### src/rtl/skid_pipe_chain_pkg.sv
// skid_pipe_pkg: shared types and sizing helpers for the skid pipe chain
package skid_pipe_pkg;
    localparam int MAX_STAGES = 16;
    // encoding is {main_valid, skid_valid}
    typedef enum logic [1:0] {
        EMPTY = 2'b00,
        BUSY  = 2'b10,
        FULL  = 2'b11
    } slice_state_e;
    function automatic int cnt_w(input int stages);
        return $clog2(2 * stages + 1);
    endfunction
endpackage

### src/rtl/skid_pipe_chain_slice.sv
// skid_slice: one fully registered valid/ready slice with main and skid registers
// SKID_PIPE_FLUSH_EN adds a synchronous flush input that clears the flags.
module skid_slice
    import skid_pipe_pkg::*;
#(
    parameter int W = 8
) (
    input  logic         clk,
    input  logic         rst,
`ifdef SKID_PIPE_FLUSH_EN
    input  logic         i_flush,
`endif
    input  logic         i_in_valid,
    output logic         o_in_ready,
    input  logic [W-1:0] i_in_data,
    output logic         o_out_valid,
    input  logic         i_out_ready,
    output logic [W-1:0] o_out_data,
    output logic [1:0]   o_occ_nxt
);
    slice_state_e r_state, w_state_nxt;
    logic [W-1:0] r_main, r_skid;
    logic         w_flush, w_in_fire, w_out_fire, w_ld_main, w_ld_skid, w_main_from_skid;

`ifdef SKID_PIPE_FLUSH_EN
    assign w_flush = i_flush;
`else
    assign w_flush = 1'b0;
`endif

    assign o_in_ready  = !r_state[0];
    assign o_out_valid = r_state[1];
    assign o_out_data  = r_main;
    assign w_in_fire   = i_in_valid && o_in_ready;
    assign w_out_fire  = o_out_valid && i_out_ready;
    assign o_occ_nxt   = {1'b0, w_state_nxt[1]} + {1'b0, w_state_nxt[0]};

    always_comb begin
        w_state_nxt      = r_state;
        w_ld_main        = 1'b0;
        w_ld_skid        = 1'b0;
        w_main_from_skid = 1'b0;
        if (w_flush) begin
            w_state_nxt = EMPTY;
        end else if (r_state[0]) begin
            // FULL; the unreachable (0,1) code also unloads its skid word
            if (w_out_fire || !r_state[1]) begin
                w_state_nxt      = BUSY;
                w_ld_main        = 1'b1;
                w_main_from_skid = 1'b1;
            end
        end else if (r_state[1]) begin
            if (w_in_fire && w_out_fire) begin
                w_ld_main = 1'b1;
            end else if (w_in_fire) begin
                w_ld_skid   = 1'b1;
                w_state_nxt = FULL;
            end else if (w_out_fire) begin
                w_state_nxt = EMPTY;
            end
        end else if (w_in_fire) begin
            w_ld_main   = 1'b1;
            w_state_nxt = BUSY;
        end
    end

    always_ff @(posedge clk or negedge rst) begin
        if (!rst) begin
            r_state <= EMPTY;
            r_main  <= '0;
            r_skid  <= '0;
        end else begin
            r_state <= w_state_nxt;
            if (w_ld_main) r_main <= w_main_from_skid ? r_skid : i_in_data;
            if (w_ld_skid) r_skid <= i_in_data;
        end
    end
endmodule

### src/rtl/skid_pipe_chain.sv
// skid_pipe_chain: cascade of STAGES registered skid slices with an occupancy count
// SKID_PIPE_FLUSH_EN adds the synchronous flush port.
module skid_pipe_chain
    import skid_pipe_pkg::*;
#(
    parameter int W      = 8,
    parameter int STAGES = 2,
    parameter int CNT_W  = cnt_w(STAGES)
) (
    input  logic             clk,
    input  logic             rst,
`ifdef SKID_PIPE_FLUSH_EN
    input  logic             flush,
`endif
    input  logic             in_valid,
    output logic             in_ready,
    input  logic [W-1:0]     in_data,
    output logic             out_valid,
    input  logic             out_ready,
    output logic [W-1:0]     out_data,
    output logic [CNT_W-1:0] occupancy
);
    generate
        if (STAGES < 1 || STAGES > MAX_STAGES) begin : g_bad_stages
            $error("skid_pipe_chain: STAGES must be in 1..%0d", MAX_STAGES);
        end
    endgenerate

    logic [STAGES:0] w_valid, w_ready;
    logic [W-1:0]    w_data [0:STAGES];
    logic [1:0]      w_occ [0:STAGES-1];
    logic [CNT_W-1:0] w_occ_sum, r_occ;

    assign w_valid[0]      = in_valid;
    assign in_ready        = w_ready[0];
    assign w_data[0]       = in_data;
    assign out_valid       = w_valid[STAGES];
    assign w_ready[STAGES] = out_ready;
    assign out_data        = w_data[STAGES];
    assign occupancy       = r_occ;

    genvar k;
    generate
        for (k = 0; k < STAGES; k++) begin : g_slice
            skid_slice #(.W(W)) u_slice (
                .clk        (clk),
                .rst        (rst),
`ifdef SKID_PIPE_FLUSH_EN
                .i_flush    (flush),
`endif
                .i_in_valid (w_valid[k]),
                .o_in_ready (w_ready[k]),
                .i_in_data  (w_data[k]),
                .o_out_valid(w_valid[k+1]),
                .i_out_ready(w_ready[k+1]),
                .o_out_data (w_data[k+1]),
                .o_occ_nxt  (w_occ[k])
            );
        end
    endgenerate

    // summing next-state flags keeps the count aligned with the slice flops
    always_comb begin
        w_occ_sum = '0;
        for (int i = 0; i < STAGES; i++) w_occ_sum = w_occ_sum + CNT_W'(w_occ[i]);
    end

    always_ff @(posedge clk or negedge rst) begin
        if (!rst) r_occ <= '0;
        else r_occ <= w_occ_sum;
    end
endmodule

### config.mk
export PLATFORM = sky130hd
export DESIGN_NAME = skid_pipe_chain
export DESIGN_NICKNAME = d
export VERILOG_FILES = /design/src/rtl/skid_pipe_chain_pkg.sv /design/src/rtl/skid_pipe_chain_slice.sv /design/src/rtl/skid_pipe_chain.sv
export SDC_FILE = /design/constraint.sdc
export NUM_CORES = 1
export LEC_CHECK = 0
export BUFFER_PORTS_ARGS = -buffer_cell sky130_fd_sc_hd__buf_2
export CORE_AREA = 2 2 83 45
export DETAILED_ROUTE_END_ITERATION = 8
export DIE_AREA = 0 0 85 47
export PLACE_DENSITY_LB_ADDON = 0.15
export SLEW_MARGIN = 20
export SYNTH_ARGS = -nofsm -noshare
export SYNTH_HDL_FRONTEND = slang
export SYNTH_SLANG_ARGS = --single-unit
### constraint.sdc
create_clock -name clk -period 2.3 [get_ports clk]
set_input_delay 0.575 -clock clk [delete_from_list [all_inputs] [get_ports clk]]
set_output_delay 0.575 -clock clk [all_outputs]
set_load 0.005 [all_outputs]
==> results_dict.tcl <==
set metrics [dict create \
    status "completed" \
    die-height_um 47 \
    dr.first_iter.drc_count 93 \
    grt_pass1_wl_um 5878 \
    synth_cell_types 22 \
    grt_setup_unrepaired "false" \
    crit_path_max_fanout 9 \
    fin_nets 181 \
    worst_pin_slew_ns 0.8479 \
    fillers 265 \
    met1_usage 0.2551 \
    min_period_over_period 0.8507 \
    fin_ws_ns 0.3433 \
    track_usage 0.2014 \
    synth_ff_type "dfrtp_1" \
    cts_buffers 5 \
    power_density_nw_per_um2 1023 \
    cp_data_required_time_ns 2.48 \
    clock_skew_ns 0.009814 \
    yosysSeqAreaShare 0.5624 \
    gp_congestion 0.8479 \
    num_rows 15 \
    synthCells 140 \
    path_cells "nand2_1 -> nor2_1 -> fa_1 -> ha_1 -> ha_1" \
    ant_nets 0 \
    start_util 0.5284 \
    drv_slew 0 \
    cts_buffer_depth 2 \
    critPathMaxStageDelay_ns 0.50 \
    ir_worst_vdd_mv 0.5126 \
    yosys.area.top_type "dfrtp_1" \
    critPathKind "flip-flop to flip-flop" \
    p_leak_nw 0.8947 \
    cts_sinks 39 \
    first_global_vias 1219 \
    syn-cell-area_sq_um 1735 \
    clk_latency_ns 0.29 \
    dp_slack_ns 0.1984 \
    n_antenna_cell 0 \
    tns_ns 0 \
    htree_levels 2 \
    grt_use_met3 0.05975 \
    synth_nets 155 \
    coreArea_sq_um 3284 \
    viasPerCell 5.809 \
    cp-start-kind "flip-flop" \
    ios 25 \
    hold_viol 0 \
    met2_usage 0.3375 \
    busiest_layer "met2" \
    grt_max_degree 40 \
    antenna_found_initial 0 \
    synthMostInstantiatedCell "dfrtp_1" \
    slowest_stage "dfrtp_1" \
    netlist.area_leader.share 0.5624 \
    hold_buffers 0 \
    path_clk_slew_ns 0.08 \
    io_buffers 24 \
    tritoncts "yes" \
    ys_seq_elements 39 \
    period_needed_ns 1.957 \
    synth_edf_count 0 \
    die_w_um 85 \
    max_slew_margin 0.4347 \
    drt-pass1-iter-count 4 \
    synthTopCellsByCount "dfrtp_1, a31oi_1, mux2_2" \
    ys_async_sr_fraction 1.000 \
    fmax_mhz 511.1 \
    grt.overflow.total 0 \
    hpwl_um 2546 \
    drc_errors 0 \
    synth_top_cells_by_area "dfrtp_1, mux2_2, a31oi_1" \
    area_growth_syn_to_layout_pct 13.92 \
    dieArea_sq_um 3995 \
    cts_resized 0 \
    cts_root_buffer "clkbuf_8" \
    max-cap-violations 0 \
    totalWireLength_um 3518 \
    drive_gt1_frac 0.3473 \
    cp_data_arrival_time_ns 2.14 \
    crit_top_cell "ha_1" \
    total_power_mw 2.023 \
    via_count 1214 \
    cts_setup_buffers 0 \
    yosys_warnings 0 \
    end_kind "flip-flop" \
    postSynthAreaPerCell_sq_um 12.40 \
    routedWlPerCell_um 16.83 \
    setup_violations 0 \
    hp-class "input pin to async pin" \
]
[sequential cells by signal (all words and copies together), names as in the netlist]
name	count
occupancy	3
g_slice.u_slice.r_state	4
g_slice.u_slice.o_out_data	16
g_slice.u_slice.r_skid	16
[worst paths after layout]
check	slack [ns]	cells past startpoint	startpoint	endpoint
max	0.34	5	g_slice[0].u_slice.r_state[1]	occupancy[1]
min	0.38	1	rst	g_slice[0].u_slice.r_skid[7]
max reg2reg	0.34	5	g_slice[0].u_slice.r_state[1]	occupancy[1]
min reg2reg	0.51	2	g_slice[1].u_slice.r_skid[1]	g_slice[1].u_slice.o_out_data[1]
max in group asynchronous	1.38	1	rst	g_slice[1].u_slice.o_out_data[0]
min in group clk	0.51	2	g_slice[1].u_slice.r_skid[1]	g_slice[1].u_slice.o_out_data[1]
[where the power goes]
group / total [mW] / switching, mW / internal (mW)
sequential: 1.07 / 0.153 / 0.918
combinational: 0.499 / 0.218 / 0.281
clock: 0.453 / 0.241 / 0.212
[cells in the final DEF, fill, tap and decap left out, drive strengths merged, types with 6 or more instances in the layout]
cell	n
a31oi	18
nor2b	10
mux2	16
o21ai	10
o2bb2ai	7
and3b	8
a22oi	7
buf	28
clkbuf	6
dfrtp	39
[layout make-up]
cell class              instances  area (sq um)  share of cell area
inverters                       1         3.754            0.001899
flip-flops and latches         39         975.9              0.4937
well taps                      42         52.55             0.02658
clock inverters                 2         12.51            0.006329
multi-input cells              91         709.4              0.3589
repair buffers                 28         150.1             0.07595
clock buffers                   6         72.57             0.03671
[layer usage]
metal,wire length [um],up-vias
met5,0,-
met4,71,0
met3,139,9
met2,1634,22
met1,1673,611
li1,-,572
[critical path, delay by kind of cell (launching register included)]
family | cells | cell delay [ns]
and+or+nand+nor | 2 | 0.43
DFF | 1 | 0.50
adders and majority gates | 3 | 0.92
[logic make-up (layout without fill, tap and decap cells)]
family          count (synthesis)  count (layout)  synth area share
fa+ha+maj                       3               3           0.02595
mux                            16              16            0.1038
buf+inv                        10              37           0.02883
flops                          39              39            0.5624
simple gates                   30              30            0.1197
compound gates                 42              42            0.1593
[per-stage QoR]
stage	cell area [sq um]	utilization	hold slack (ns)	std cells
after global placement	1892	0.5760	0.4897	201
final	1977	0.6019	0.3819	209
after detailed placement	1892	0.5760	0.4962	201
after global routing	1977	0.6019	0.4483	209
after CTS	1977	0.6019	0.4089	209
after floorplan	1735	-	0.2794	140
No activity file was read; power rests on OpenSTA's default activity.
